## config.mk

```make
export PLATFORM = sky130hd
export DESIGN_NAME = ballot_scheduler
export DESIGN_NICKNAME = d
export VERILOG_FILES = /design/src/rtl/ballot_scheduler.sv
export SDC_FILE = /design/constraint.sdc
export NUM_CORES = 1
export LEC_CHECK = 0
export BUFFER_PORTS_ARGS = -buffer_cell sky130_fd_sc_hd__buf_2
export CAP_MARGIN = 20
export CORE_MARGIN = 2
export CORE_UTILIZATION = 40
export CTS_CLUSTER_DIAMETER = 30
export DETAILED_ROUTE_END_ITERATION = 8
export PLACE_DENSITY = 0.67
export SLEW_MARGIN = 10
export SYNTH_ARGS = -nofsm -noshare
export SYNTH_HDL_FRONTEND = slang
export SYNTH_SLANG_ARGS = --single-unit
export TNS_END_PERCENT = 10
```

## constraint.sdc

```tcl
create_clock -name clk -period 2.3 [get_ports clk]
set_input_delay 0.115 -clock clk [delete_from_list [all_inputs] [get_ports clk]]
set_output_delay 0.115 -clock clk [all_outputs]
set_load 0.005 [all_outputs]
```

## src/rtl/ballot_scheduler.sv

```systemverilog
// Polling-station ballot scheduler: tracks issued ballots per booth and grants
// one vote per cycle round-robin into a shared tally.
module ballot_scheduler #(
    parameter int N_BOOTH = 4,
    parameter int CNT_W   = 6
) (
    input  logic                   clk,
    input  logic                   rst,
    input  logic                   i_open,
    input  logic                   i_close,
    input  logic [N_BOOTH-1:0]     i_issue,
    input  logic [N_BOOTH-1:0]     i_req,
    input  logic [2*N_BOOTH-1:0]   i_sel,
    output logic [N_BOOTH-1:0]     o_ready,
    output logic [N_BOOTH-1:0]     o_gnt,
    output logic [2:0]             o_inc,
    output logic [N_BOOTH-1:0]     o_reject,
    output logic [CNT_W-1:0]       o_cast,
    output logic [1:0]             o_state,
    output logic                   o_done
);

    localparam int PW = (N_BOOTH > 1) ? $clog2(N_BOOTH) : 1;
    localparam logic [CNT_W-1:0] CAST_MAX = '1;
    localparam logic [PW:0]      N_L      = (PW+1)'(N_BOOTH);
    localparam logic [PW-1:0]    LAST     = PW'(N_BOOTH - 1);

    typedef enum logic [1:0] {
        IDLE    = 2'b00,
        OPEN    = 2'b01,
        CLOSING = 2'b10,
        DONE    = 2'b11
    } state_t;

    state_t             state, state_next;
    logic [PW-1:0]      ptr, win;
    logic [PW:0]        scan;
    logic               found, active, forced, grant;
    logic [N_BOOTH-1:0] elig, rej_next, ready_next;
    logic [1:0]         win_code;

    always_ff @(posedge clk or posedge rst) begin
        if (rst) state <= IDLE;
        else     state <= state_next;
    end

    always_comb begin
        state_next = state;
        case (state)
            IDLE:    if (i_open) state_next = OPEN;
            OPEN:    if (i_close) state_next = CLOSING;
            CLOSING: if (o_ready == '0 || i_close) state_next = DONE;
            DONE:    state_next = DONE;
            default: state_next = IDLE;
        endcase
    end

    always_comb begin
        o_state = state;
        o_done  = (state == DONE);
    end

    // A second close while draining is a forced close: ballots are voided.
    always_comb begin
        active = (state == OPEN) || (state == CLOSING);
        forced = (state == CLOSING) && i_close;
        for (int k = 0; k < N_BOOTH; k++) begin
            elig[k]     = active && i_req[k] && o_ready[k] && (|i_sel[2*k +: 2])
                          && (o_cast != CAST_MAX);
            rej_next[k] = active && i_req[k] && o_ready[k] && !(|i_sel[2*k +: 2]);
        end
    end

    // Scan booths starting at the round-robin pointer, wrapping at N_BOOTH.
    always_comb begin
        found = 1'b0;
        win   = '0;
        scan  = '0;
        for (int d = 0; d < N_BOOTH; d++) begin
            scan = {1'b0, ptr} + (PW+1)'(d);
            if (scan >= N_L) scan = scan - N_L;
            if (!found && elig[scan]) begin
                found = 1'b1;
                win   = scan[PW-1:0];
            end
        end
        grant    = found && !forced;
        win_code = i_sel[{win, 1'b0} +: 2];
    end

    always_comb begin
        ready_next = o_ready;
        if (state == OPEN) ready_next = o_ready | i_issue;
        if (grant) ready_next[win] = 1'b0;
        if (forced) ready_next = '0;
    end

    always_ff @(posedge clk or posedge rst) begin
        if (rst) begin
            o_ready  <= '0;
            o_gnt    <= '0;
            o_inc    <= '0;
            o_reject <= '0;
            o_cast   <= '0;
            ptr      <= '0;
        end else begin
            o_ready  <= ready_next;
            o_reject <= rej_next;
            o_gnt    <= '0;
            o_inc    <= '0;
            if (grant) begin
                o_gnt  <= N_BOOTH'(1) << win;
                o_inc  <= 3'b001 << (win_code - 2'd1);
                o_cast <= o_cast + CNT_W'(1);
                ptr    <= (win == LAST) ? '0 : win + PW'(1);
            end
        end
    end

endmodule

```

Word-level counts from Yosys, hierarchy flattened
Index checks and enable logic that the tools add are counted.
Cells by class
  add/sub/neg operators: 10
  magnitude comparators: 10
  equality and inequality tests: 8
  shift operators: 3
  mux-type cells: 32
  bitwise gates (word level): 3
  reduce and logical (&&, ||, !) cells: 43
Operator list (number)
  logical AND 1 bit: 26
  2-to-1 mux 2 bit: 8
  2-to-1 mux 4 bit: 4
  2-to-1 mux 3 bit: 5
  < comparator 3 bit, second input constant: 4
  greater-or-equal comparator 3 bit, second input constant: 3
  2-to-1 mux 1 bit: 9
  subtractor 3 bit, second input constant: 3
  binary-select mux 1 bit (select 2 bit): 4
  zero test 1 bit: 8
  one-hot mux 2 bit (4 select lines): 1
  OR reduction 2 bit: 4
  indexed part select 8 x 4 -> 2 bit: 1
  adder 2 x 2 -> 3 bit, second input constant: 2
  adder 6 x 1 -> 6 bit, second input constant: 1
  == test 2 bit, second input constant: 3
  inequality test 2 bit, second input constant: 3
  inequality test 6 bit, second input constant: 1
  AND 4 bit: 1
  zero test 4 bit: 1
  inverter 4 bit: 1
  OR 4 bit: 1
  << shifter 1 x 2 -> 4 bit, first input constant: 1
  adder 2 x 1 -> 3 bit, second input constant: 1
  other kinds (12): 13
Storage, ports and cells
  flip-flop bits (word level): 25
  input port bits: 20
  output and inout port bits: 24
  logic and storage cells: 116

Longest topological paths before layout
Gate-level depths: netlist of run 1.
  word-level depth: 26
  gate-level depth with buffers: 11
  depth with buffers taken out: 9

Least setup slack after synthesis of run 1
OpenSTA, ideal clock, no wires.
  kind: register -> register
  start: reg state[0] (netlist: o_state[0])
  end: reg ptr[1]
  library setup time: 125 ps
  arrival: 2227 ps
  data required time: 2175 ps
  path slack: -53 ps
  cell stages (with the launch flop): 10
  path buffers: 1
  period minus slack after synthesis: 2353 ps
  cells stage by stage: dfrtp_1 > inv_1 > ha_1 > buf_4 > o2111a_1 > a32oi_1 > nand2_1 > nor3_4 > ha_1 > mux2_4
On the way
  word-level cells in the longest chain between the ends: 20
  elaborated cells on any way between the ends: 47
  those cells by class: add/sub (1); eq/ne (3); mux (17); reduce/logical (26)
RTL lines
  start, declared: line 35  | state_t state, state_next;
  start signal, assigned: line 44  | else state <= state_next;
  == test 2 x 1 -> 1 bit or == test 2 bit (tied branches): line 65, 66
  logical OR 1 bit: line 65  | active = (state == OPEN) || (state == CLOSING);
  logical AND 1 bit (3 in series): line 68  | elig[k] = active && i_req[k] && o_ready[k] && (|i_sel[2*k +: 2])
  logical AND 1 bit: line 69  | && (o_cast != CAST_MAX);
  binary-select mux 1 bit (select 2 bit): line 82  | if (!found && elig[scan]) begin
  2-to-1 mux 1 bit (implied by the code): line 82
  2-to-1 mux 1 bit: line 82
  zero test 1 bit: line 82
  (+2 left out)
  zero test 1 bit: line 82
  logical AND 1 bit: line 82
  2-to-1 mux 1 bit: line 82
  zero test 1 bit: line 82
  logical AND 1 bit: line 82
  2-to-1 mux 2 bit: line 82
  adder 2 x 1 -> 2 bit or == test 2 bit (tied branches): line 115  | ptr <= (win == LAST) ? '0 : win + PW'(1);
  2-to-1 mux 2 bit: line 115
  end signal, assigned: line 115
  end, declared: line 36  | logic [PW-1:0] ptr, win;
Parallel ways exist; a longest one is shown, timed or not. The select of a mux whose other input is x is not followed.
A chain may end at the register's enable or synchronous reset.

Worst setup path in the final report of run 1
  start: reg state[1] (netlist: o_state[1])
  end: reg ptr[1]
Same word-level chain as after synthesis.

==> summary.txt, run 1 <==
Clocking
  – Reg clk slew, reported paths: 0.14 ns
  – CTS root buf: clkbuf_4
  – Clk buf depth: 2
  – Num CTS Buffers: 3
  – CTS tree: built
  – Clk_lat worst skew: roughly 0.32 ns
  – Clock Sinks: 25
  – H-Tree Level Count: 1

Hold path
  – Worst Hold Depth: 2
  – HP Start: i_sel[7]
  – Min-Delay Endpoint: o_reject[3]
  – HP Class: in -> reg

Pwr
  – Internal power: 711 µW
  – Sw Ratio: 0.335
  – Pleak: 1.01 nW
  – VDD IR max: approximately 360 µV
  – Power share of the clock group: 0.187
  – PD cells: 526 mW/mm²
  – Psw: approximately 360 µW
  – Overall Power: about 1.1 mW
  – Part of the power in combinational logic: 0.237
  – Flop pwr share: 0.577

Logic synthesis
  – Syn Std Cell Area: 0.00146 mm²
  – Ys flop type: dfrtp_1
  – Synthesized area per cell: about 11 µm²
  – Sequential fraction of the synthesis area: 0.430
  – Syn Nets: roughly 170
  – Ys Warns: 0
  – Synth Register Bits: 25
  – Post-synthesis instance total: between 100 and 150
  – EDFF count, synth: 0
  – Distinct cell type count after synthesis: 43
  – Ys async rst share: 1.00

Global routing
  – Vias in the first global route: about 1300
  – Met2 GRT Util: 0.296
  – Met1 Usage GRT: 0.253
  – Initial antenna violation count: 0
  – Met3 Use GR: 0.0387
  – Largest net degree at the start of global routing: 26
  – GR Overflow Total: 0
  – First-pass GRT wire length: slightly above 6000 µm
  – Total GRT Usage: 0.185
  – Gr busiest metal: met2

Layout
  – Commonest non-fill, non-tap cell in the layout: buf_2
  – Layout cells sized above 1: 0.440
  – Antenna diodes: 0
  – Finished Layout Cells: 255
  – Final nets: 240
  – Commonest non-fill, non-tap cells in the layout: buf_2, dfrtp_1, buf_4
  – Fillers: 308
  – Multi-input gate area: 820 µm²
  – Fin area: 0.00203 mm²
  – Layout area overhead: 39.4%
  – Register area: around 630 µm²

Drt
  – Final WL: between 3000 and 4000 µm
  – DRC violation count after routing: 0
  – Drt pass-1 iters: 4
  – Starting DRT DRC Count: around 130
  – Drt wl/cell: 14.7 µm
  – Antenna viol nets, final: 0
  – Vias per std cell: around 5.4
  – Vias: 1385

Worst setup path
  – FF-to-FF Start: o_state[1]
  – Worst-path cell chain: inv_2, ha_4, buf_6, o2111a_1, buf_4, or3_1, and3_1, buf_12, mux2_4
  – CP required: 2.52 ns
  – Worst Reg-to-Reg Cells: 9
  – Reg2reg setup slack: 0.04 ns
  – Max FO, Critical Path: 13
  – Top delay family on crit path: simple AND/OR/NAND/NOR gates
  – Slowest CP cell: dfrtp_1
  – CP endpoint kind: register
  – Critical Path AT: approximately 2.5 ns
  – CP Class: reg -> reg
  – Crit path buf inv count: 4
  – RR Endpoint: ptr[1]
  – Crit path launch type: register
  – Slowest cell delay on critical path: 0.42 ns

Die
  – Initial core utilization: 0.426
  – Row count: 21
  – Num ports: 44
  – Area of the core: roughly 0.0034 mm²
  – Die ar.: 0.00414 mm²
  – Die height: about 64 µm
  – Width of the die: roughly 64 µm

Place
  – I/O Buffers: 43
  – GP Congestion: roughly 0.9
  – Dpl cell area: roughly 0.0018 mm²
  – Final HPWL DP: approximately 2700 µm
  – Inst Count DP: 236

STA
  – Minimum clock period after layout: about 2.3 ns
  – Hold Fails Final Rpt: 0
  – Worst Max-Slew Pin Slew: approximately 0.50 ns
  – Final setup violation count: 0
  – Layout Skew: 0.00249 ns
  – Final Slew Violations: 0
  – Final period utilization: 0.983
  – Setup TNS: 0 ns
  – Rel. slew slack: 0.665
  – Fin Hold WS: 0.0208 ns
  – Max Fclk: around 0.44 GHz
  – RSZ-0062 raised after global routing: true

Job
  – Max Cap Violations: 0

Status
  – Status: complete, no violations
## sequential cells by signal, summed over array words and instances, names as in the netlist
signal / flops
o_cast: 6
o_gnt: 4
o_ready: 4
o_reject: 4
o_inc: 3
o_state: 2
ptr: 2
## area by class of cell
type / count / area share
clock buffers: 3 / 0.0111
clock inverters: 1 / 0.00246
inverters: 9 / 0.0166
multi-input cells: 99 / 0.404
flip-flops and latches: 25 / 0.308
well taps: 46 / 0.0283
repair buffers: 72 / 0.230
## logic make-up (layout without fill, tap and decap cells)
group	after synthesis	after routing	synth area share
simple gates	47	47	0.175
buf+inv	14	85	0.0515
flops	25	25	0.430
mux	3	3	0.0275
compound gates	34	34	0.200
fa+ha+maj	10	10	0.0859
xor+xnor	5	5	0.0301
## worst max-delay path by stage
stage                           from    endpoint  slack [ns]  cells past startpoint
after global routing      o_state[1]  o_ready[2]       -0.05                      9
after floorplan           o_state[0]      ptr[1]       0.009                      9
final                     o_state[1]      ptr[1]        0.04                      9
after detailed placement  o_state[0]  o_ready[0]       -0.13                      9
after global placement    o_state[0]      ptr[1]       -0.03                      8
after CTS                 o_state[0]  o_ready[0]        0.03                      9
## metal layers
layer	up-vias	share of wire
li1	649	-
met1	677	0.45
met2	53	0.47
met3	6	0.067
met4	0	0.010
met5	-	0
## per-stage QoR
stage	setup WS, ns	util
after floorplan	0.00948	-
after global placement	-0.0285	0.529
after detailed placement	-0.132	0.529
after CTS	0.0267	0.551
after global routing	-0.0536	0.595
final	0.0401	0.595
## power groups by stage
stage                     Sequential [mW]  Clock, mW  Combinational, mW
after floorplan                     0.601          0              0.110
after global placement              0.608          0              0.229
after detailed placement            0.613          0              0.236
after CTS                           0.607      0.201              0.241
after global routing                0.633      0.225              0.281
final                               0.616      0.200              0.253
## synthesized netlist by cell type (all sizes together), types with 2 or more instances
cell type  instances  area [µm²]
dfrtp             25         626
ha                10         125
nand2             10        37.5
a21oi              9        45.0
inv                9        33.8
nand3              7        35.0
and2               5        31.3
and3               5        31.3
nor2               5        18.8
nor3               5        36.3
o2111ai            5        67.6
a221oi             4        35.0
buf                4        37.5
xnor2              4        35.0
o2111a             3        35.0
o21ai              3        18.8
a311o              2        20.0
mux2               2        30.0
nand2b             2        12.5
nor2b              2        12.5
or2                2        12.5
## worst register-to-register path: cells and delay by family, from the launching register on
family | cells | cell delay, ns
compound gates | 1 | 0.14
fa+ha+maj | 1 | 0.24
buf+inv | 4 | 0.52
flops | 1 | 0.42
mux | 1 | 0.29
simple gates | 2 | 0.56
## timing repair
action                                 in CTS  in global routing
setup buffers                               0                 10
endpoints found under the hold margin       2                 12
hold buffers                                3                  1
cloned                                      0                  0
gates resized for setup                     3                 15
pin swaps                                   0                 10
setup endpoints to repair                   9                  7
(Power assumes the default switching activity.)
==> run 2: changes to the inputs <==
Settings changed: ABC_AREA set to 1, PLACE_DENSITY 0.67 to 0.66, RECOVER_POWER set to 100, SLEW_MARGIN 10 to unset.
==> summary.txt, run 2 <==
Place
  – I/O Buffers: 43
  – Dpl cell area: 0.00205 mm²
  – Final HPWL DP: around 3000 µm
  – GP Congestion: a little under 0.9

Logic synthesis
  – Synthesized area per cell: about 8.7 µm²
  – Post-synthesis instance total: about 190
  – Distinct cell type count after synthesis: 28
  – Ys flop type: dfrtp_1
  – Ys async rst share: 1.00
  – Post-synthesis mux area share: 0
  – Top-count cell post-synth: nand2_1
  – Syn Std Cell Area: between 0.0015 and 0.002 mm²
  – Synth Register Bits: 25
  – Sequential fraction of the synthesis area: 0.384
  – Commonest cells post-synth: nand2_1, dfrtp_1, nand3_1
  – Synth Area in Compound Gates: 0.0645
  – Top cell type's share of synthesized area: 0.384
  – EDFF count, synth: 0
  – Ys Warns: 0
  – Simple-gate share of the synthesized area: 0.368
  – Syn Nets: about 220
  – Xor and xnor area share after synthesis: 0.0368
  – Cell taking the most area after synthesis: dfrtp_1
  – Largest family of logic cells by synthesized area: simple AND/OR/NAND/NOR gates
  – Post-synthesis adder-cell area fraction: 0.0767
  – Synth top area cells: dfrtp_1, nand2_1, ha_1, nand3_1, nand3_2

Status
  – Failing checks: negative setup slack
  – Status: complete, but fails checks

Layout
  – Final Util: 0.618
  – Top reg by flops: o_cast
  – Final nets: just under 300
  – Commonest non-fill, non-tap cells in the layout: buf_2, nand2_1, dfrtp_1
  – Fin area: around 0.0025 mm²
  – Layout cells sized above 1: 0.519
  – Layout area overhead: 50.7%
  – Antenna diodes: 0
  – Largest register FFs: 6
  – Fillers: approximately 350
  – Commonest non-fill, non-tap cell in the layout: buf_2

STA
  – Max Fclk: ~0.41 GHz
  – RSZ-0062 raised after global routing: true
  – Setup TNS: -0.823 ns
  – Worst setup margin: -0.134 ns
  – Worst Max-Slew Pin Slew: around 0.75 ns
  – Layout Skew: 0.00188 ns
  – Minimum clock period after layout: ~2.4 ns
  – Hold Fails Final Rpt: 0
  – Final Slew Violations: 0
  – Final period utilization: 1.06
  – Final setup violation count: 11
  – Rel. slew slack: 0.497

Global routing
  – GR Overflow Total: 0
  – Total GRT Usage: 0.185
  – First-pass GRT wire length: 6380 µm
  – Vias in the first global route: about 1400
  – Largest net degree at the start of global routing: 26
  – Initial antenna violation count: 0

Drt
  – Drt wl/cell: ~14 µm
  – Final WL: roughly 4400 µm
  – Starting DRT DRC Count: between 80 and 90
  – Drt pass-1 iters: 4
  – DRC violation count after routing: 0
  – Vias per std cell: 4.84
  – Vias: between 1500 and 2000
  – Antenna viol nets, final: 0

Worst setup path
  – CP Class: reg -> reg
  – Crit path launch type: register
  – Critical Path AT: roughly 2.6 ns
  – Worst Reg-to-Reg Cells: 15
  – CP endpoint kind: register
  – CP required: roughly 2.5 ns
  – Max FO, Critical Path: 6

Clocking
  – Clk buf depth: 2
  – Reg clk slew, reported paths: about 0.090 ns
  – Num CTS Buffers: 3
  – CTS root buf: clkbuf_8
  – CTS tree: built
  – Clock Sinks: 25
  – H-Tree Level Count: 1
  – Clk_lat worst skew: between 0.2 and 0.3 ns

Pwr
  – Overall Power: 3.81 mW
  – Pleak: between 1 and 1.5 nW
  – PD cells: around 1600 mW/mm²
  – VDD IR max: about 750 µV

Die
  – Die height: around 68 µm
  – Width of the die: 67.8 µm
  – Area of the core: about 0.004 mm²
  – Num ports: between 40 and 50
  – Die ar.: 0.00460 mm²
  – Row count: 23
  – Initial core utilization: 0.411

Hold path
  – HP Class: in -> reg
  – Worst Hold Depth: 2

Job
  – Max Cap Violations: 0
-- run 2: repair_timing --
item | in CTS | in global routing
resized for setup | 3 | 57
pin swaps | 0 | 27
hold buffers | 0 | 1
setup endpoints to repair | 12 | 16
endpoints found under the hold margin | 0 | 12
buffers inserted | 0 | 9
-- run 2: logic make-up (layout without fill, tap and decap cells) --
group / count (synthesis) / after routing
and+or+nand+nor: 107 / 107
AOI/OAI and AO/OA: 14 / 14
buffers and inverters: 26 / 102
xor gates and xnor gates: 6 / 6
DFF: 25 / 25
adders and majority gates: 10 / 10
-- run 2: where the power goes --
part / internal, mW / total, mW / switching [mW]
Sequential: 0.613 / 0.775 / 0.162
Clock: 0.123 / 0.271 / 0.148
Combinational: 1.30 / 2.76 / 1.47
-- run 2: layout make-up --
| cell class | instances | area, µm² | share of cell area |
|---|---|---|---|
| flip-flops and latches | 25 | 626 | 0.255 |
| clock inverters | 1 | 7.51 | 0.00306 |
| clock buffers | 3 | 41.3 | 0.0168 |
| inverters | 25 | 104 | 0.0423 |
| repair buffers | 73 | 482 | 0.196 |
| multi-input cells | 137 | 1130 | 0.462 |
| well taps | 50 | 62.6 | 0.0255 |
-- run 2: per-stage QoR --
step           cells  worst slack, ns  hold WS [ns]
2_1_floorplan    188           0.0414         0.142
3_3_place_gp     299          -0.0501         0.315
3_5_place_dp     299          -0.0871         0.309
4_1_cts          303          0.00782        0.0117
5_1_grt          314           -0.245        0.0184
6_report         314           -0.134        0.0180
-- run 2: per-layer routing --
metal  wire [µm]  up-vias  track usage
met5           0        -            0
met4          47        0       0.0225
met3         224        6       0.0411
met2        2170       46        0.290
met1        1950      716        0.269
li1            -      753            -
-- run 2: path summary, 6_finish.rpt --
kind,to,slack [ns],from
setup / recovery,o_ready[2],-0.13,o_cast[1]
hold / removal,o_reject[0],0.02,i_sel[1]
setup reg to reg,o_ready[2],-0.13,o_cast[1]
hold reg to reg,o_cast[5],0.50,o_cast[5]
max in group asynchronous,o_reject[3],0.86,rst
min in group asynchronous,o_cast[1],0.40,rst
-- run 2: worst max-delay path, cell delays in order (launching register included) --
cell and delay, ns:
dfrtp_1 0.45, ha_4 0.18, nand2_4 0.06, nor2_4 0.15
nand2_4 0.12, nand3_4 0.12, nand2_4 0.06, buf_6 0.11
o21ai_4 0.21, and2_4 0.18, nand2_2 0.08, a21oi_4 0.23
ha_2 0.21, nand2_2 0.05, nand3_1 0.06, inv_1 0.04
==> run 3: changes to the inputs <==
Settings changed: ABC_AREA 1 to 0, PLACE_DENSITY 0.66 to 0.67.
==> summary.txt, run 3 (synthesized netlist as in run 1, its figures left out) <==
Worst setup path
  – CP required: ~2.5 ns
  – Worst-path cell chain: inv_2, ha_4, buf_6, o2111a_1, buf_4, or3_1, and3_1, buf_12, mux2_4
  – Worst setup endpoint: ptr[1]
  – Top delay family on crit path: simple AND/OR/NAND/NOR gates
  – Max FO, Critical Path: 13
  – CP Class: reg -> reg
  – Slowest CP cell: dfrtp_1
  – Critical path depth: 9
  – Worst setup startpoint: o_state[1]
  – Slowest cell delay on critical path: around 0.42 ns
  – Crit path launch type: register
  – FF-to-FF Start: o_state[1]
  – Critical Path AT: approximately 2.5 ns
  – Reg2reg setup slack: approximately 0.026 ns
  – CP endpoint kind: register
  – Worst Reg-to-Reg Cells: 9
  – RR Endpoint: ptr[1]
  – Crit path buf inv count: 4

STA
  – Worst Max-Slew Pin Slew: between 1 and 1.5 ns
  – Max Fclk: between 0.4 and 0.5 GHz
  – RSZ-0062 raised after global routing: true
  – Final Slew Violations: 0
  – Rel. slew slack: 0.123
  – Fin Hold WS: roughly 0.023 ns
  – Minimum clock period after layout: between 2 and 2.5 ns
  – Final period utilization: 0.989
  – Layout Skew: 0.00553 ns
  – Final setup violation count: 0
  – Hold Fails Final Rpt: 0

Layout
  – Final nets: 240
  – Finished Layout Cells: 255
  – Commonest non-fill, non-tap cells in the layout: buf_2, dfrtp_1, buf_4
  – Multi-input gate area: 820 µm²
  – Top reg by flops: o_cast
  – Fin area: around 0.002 mm²
  – Largest register FFs: 6
  – Final Util: 0.587
  – Antenna diodes: 0
  – Layout cells sized above 1: 0.392
  – Commonest non-fill, non-tap cell in the layout: buf_2
  – Layout area overhead: 37.7%
  – Register area: between 600 and 700 µm²
  – Fillers: roughly 310

Global routing
  – Total GRT Usage: 0.185
  – GR Overflow Total: 0
  – Vias in the first global route: between 1000 and 1500
  – Largest net degree at the start of global routing: 26
  – First-pass GRT wire length: roughly 6100 µm
  – Initial antenna violation count: 0

Hold path
  – HP Class: in -> reg

Clocking
  – H-Tree Level Count: 1
  – Clk_lat worst skew: ~0.32 ns
  – CTS tree: built
  – Num CTS Buffers: 3
  – Clock Sinks: 25
  – Clk buf depth: 2
  – Reg clk slew, reported paths: 0.14 ns
  – CTS root buf: clkbuf_4

Place
  – I/O Buffers: 43
  – Final HPWL DP: 2700 µm
  – GP Congestion: between 0.8 and 0.9
  – Inst Count DP: around 240
  – Dpl cell area: roughly 0.0018 mm²

Job
  – Max Cap Violations: 0

Drt
  – Starting DRT DRC Count: 106
  – Vias: 1389
  – Drt wl/cell: 14.7 µm
  – Drt pass-1 iters: 4
  – Vias per std cell: 5.45
  – Antenna viol nets, final: 0
  – Final WL: about 3800 µm
  – DRC violation count after routing: 0

Pwr
  – PD cells: ~530 mW/mm²
  – Part of the power in combinational logic: 0.234
  – Pleak: ~0.97 nW
  – VDD IR max: around 360 µV
  – Internal power: between 700 and 800 µW
  – Psw: 356 µW
  – Overall Power: roughly 1.1 mW
  – Sw Ratio: 0.335
  – Power share of the clock group: 0.185
  – Flop pwr share: 0.581

Die
  – Row count: 21
  – Die ar.: 0.00414 mm²
  – Initial core utilization: 0.426
  – Die height: around 64 µm
  – Num ports: 44
  – Width of the die: approximately 64 µm
  – Area of the core: approximately 0.0034 mm²

Status
  – Status: complete, no violations
[run 3: changes by cell type in the layout (fill, tap and decap cells not counted), moves of 7 or more]
| cell | change |
|---|---|
| nand2_1 | -21 |
| nor2_4 | -7 |
| nand2_4 | -8 |
| nand3_2 | -16 |
| nand2_2 | -12 |
| inv_1 | -13 |
[run 3: layer usage]
| metal | GRT usage | up-vias | routed length, µm |
|---|---|---|---|
| met5 | 0 | - | 0 |
| met4 | 0.0532 | 0 | 19 |
| met3 | 0.0387 | 2 | 254 |
| met2 | 0.296 | 58 | 1780 |
| met1 | 0.253 | 679 | 1700 |
| li1 | - | 650 | - |
[run 3: power by group through the flow]
stage,logic [mW],clock network (mW),registers (mW)
final,0.248,0.196,0.617
after CTS,0.241,0.201,0.607
after global placement,0.229,0,0.608
after floorplan,0.110,0,0.601
after global routing,0.277,0.225,0.632
after detailed placement,0.236,0,0.613
[run 3: final cells by class]
| cell class | instances | share of cell area |
|---|---|---|
| multi-input cells | 99 | 0.409 |
| flip-flops and latches | 25 | 0.312 |
| repair buffers | 72 | 0.220 |
| well taps | 46 | 0.0287 |
| inverters | 9 | 0.0168 |
| clock buffers | 3 | 0.0112 |
| clock inverters | 1 | 0.00250 |
[run 3: worst min path at each step]
| stage | startpoint | end | slack, ns | depth (start not counted) |
|---|---|---|---|---|
| after floorplan | rst | o_cast[0] | 0.14 | 1 |
| after global placement | i_sel[1] | o_reject[0] | 0.33 | 2 |
| after detailed placement | i_sel[1] | o_reject[0] | 0.33 | 2 |
| after CTS | rst | o_cast[0] | 0.01 | 2 |
| after global routing | i_sel[4] | o_reject[2] | 0.02 | 2 |
| final | i_sel[7] | o_reject[3] | 0.02 | 2 |
[run 3: repair_timing]
action	CTS	global route
endpoints found under the setup margin	9	7
resized for setup	3	15
hold endpoints to repair	2	25
hold buffers	3	1
pin swaps	0	10
setup buffers	0	10
[run 3: stage by stage]
step,TNS (ns),setup WS [ns]
after floorplan,0,0.00948
after global placement,-0.0367,-0.0285
after detailed placement,-0.461,-0.132
after CTS,0,0.0267
after global routing,-0.159,-0.0536
final,0,0.0258
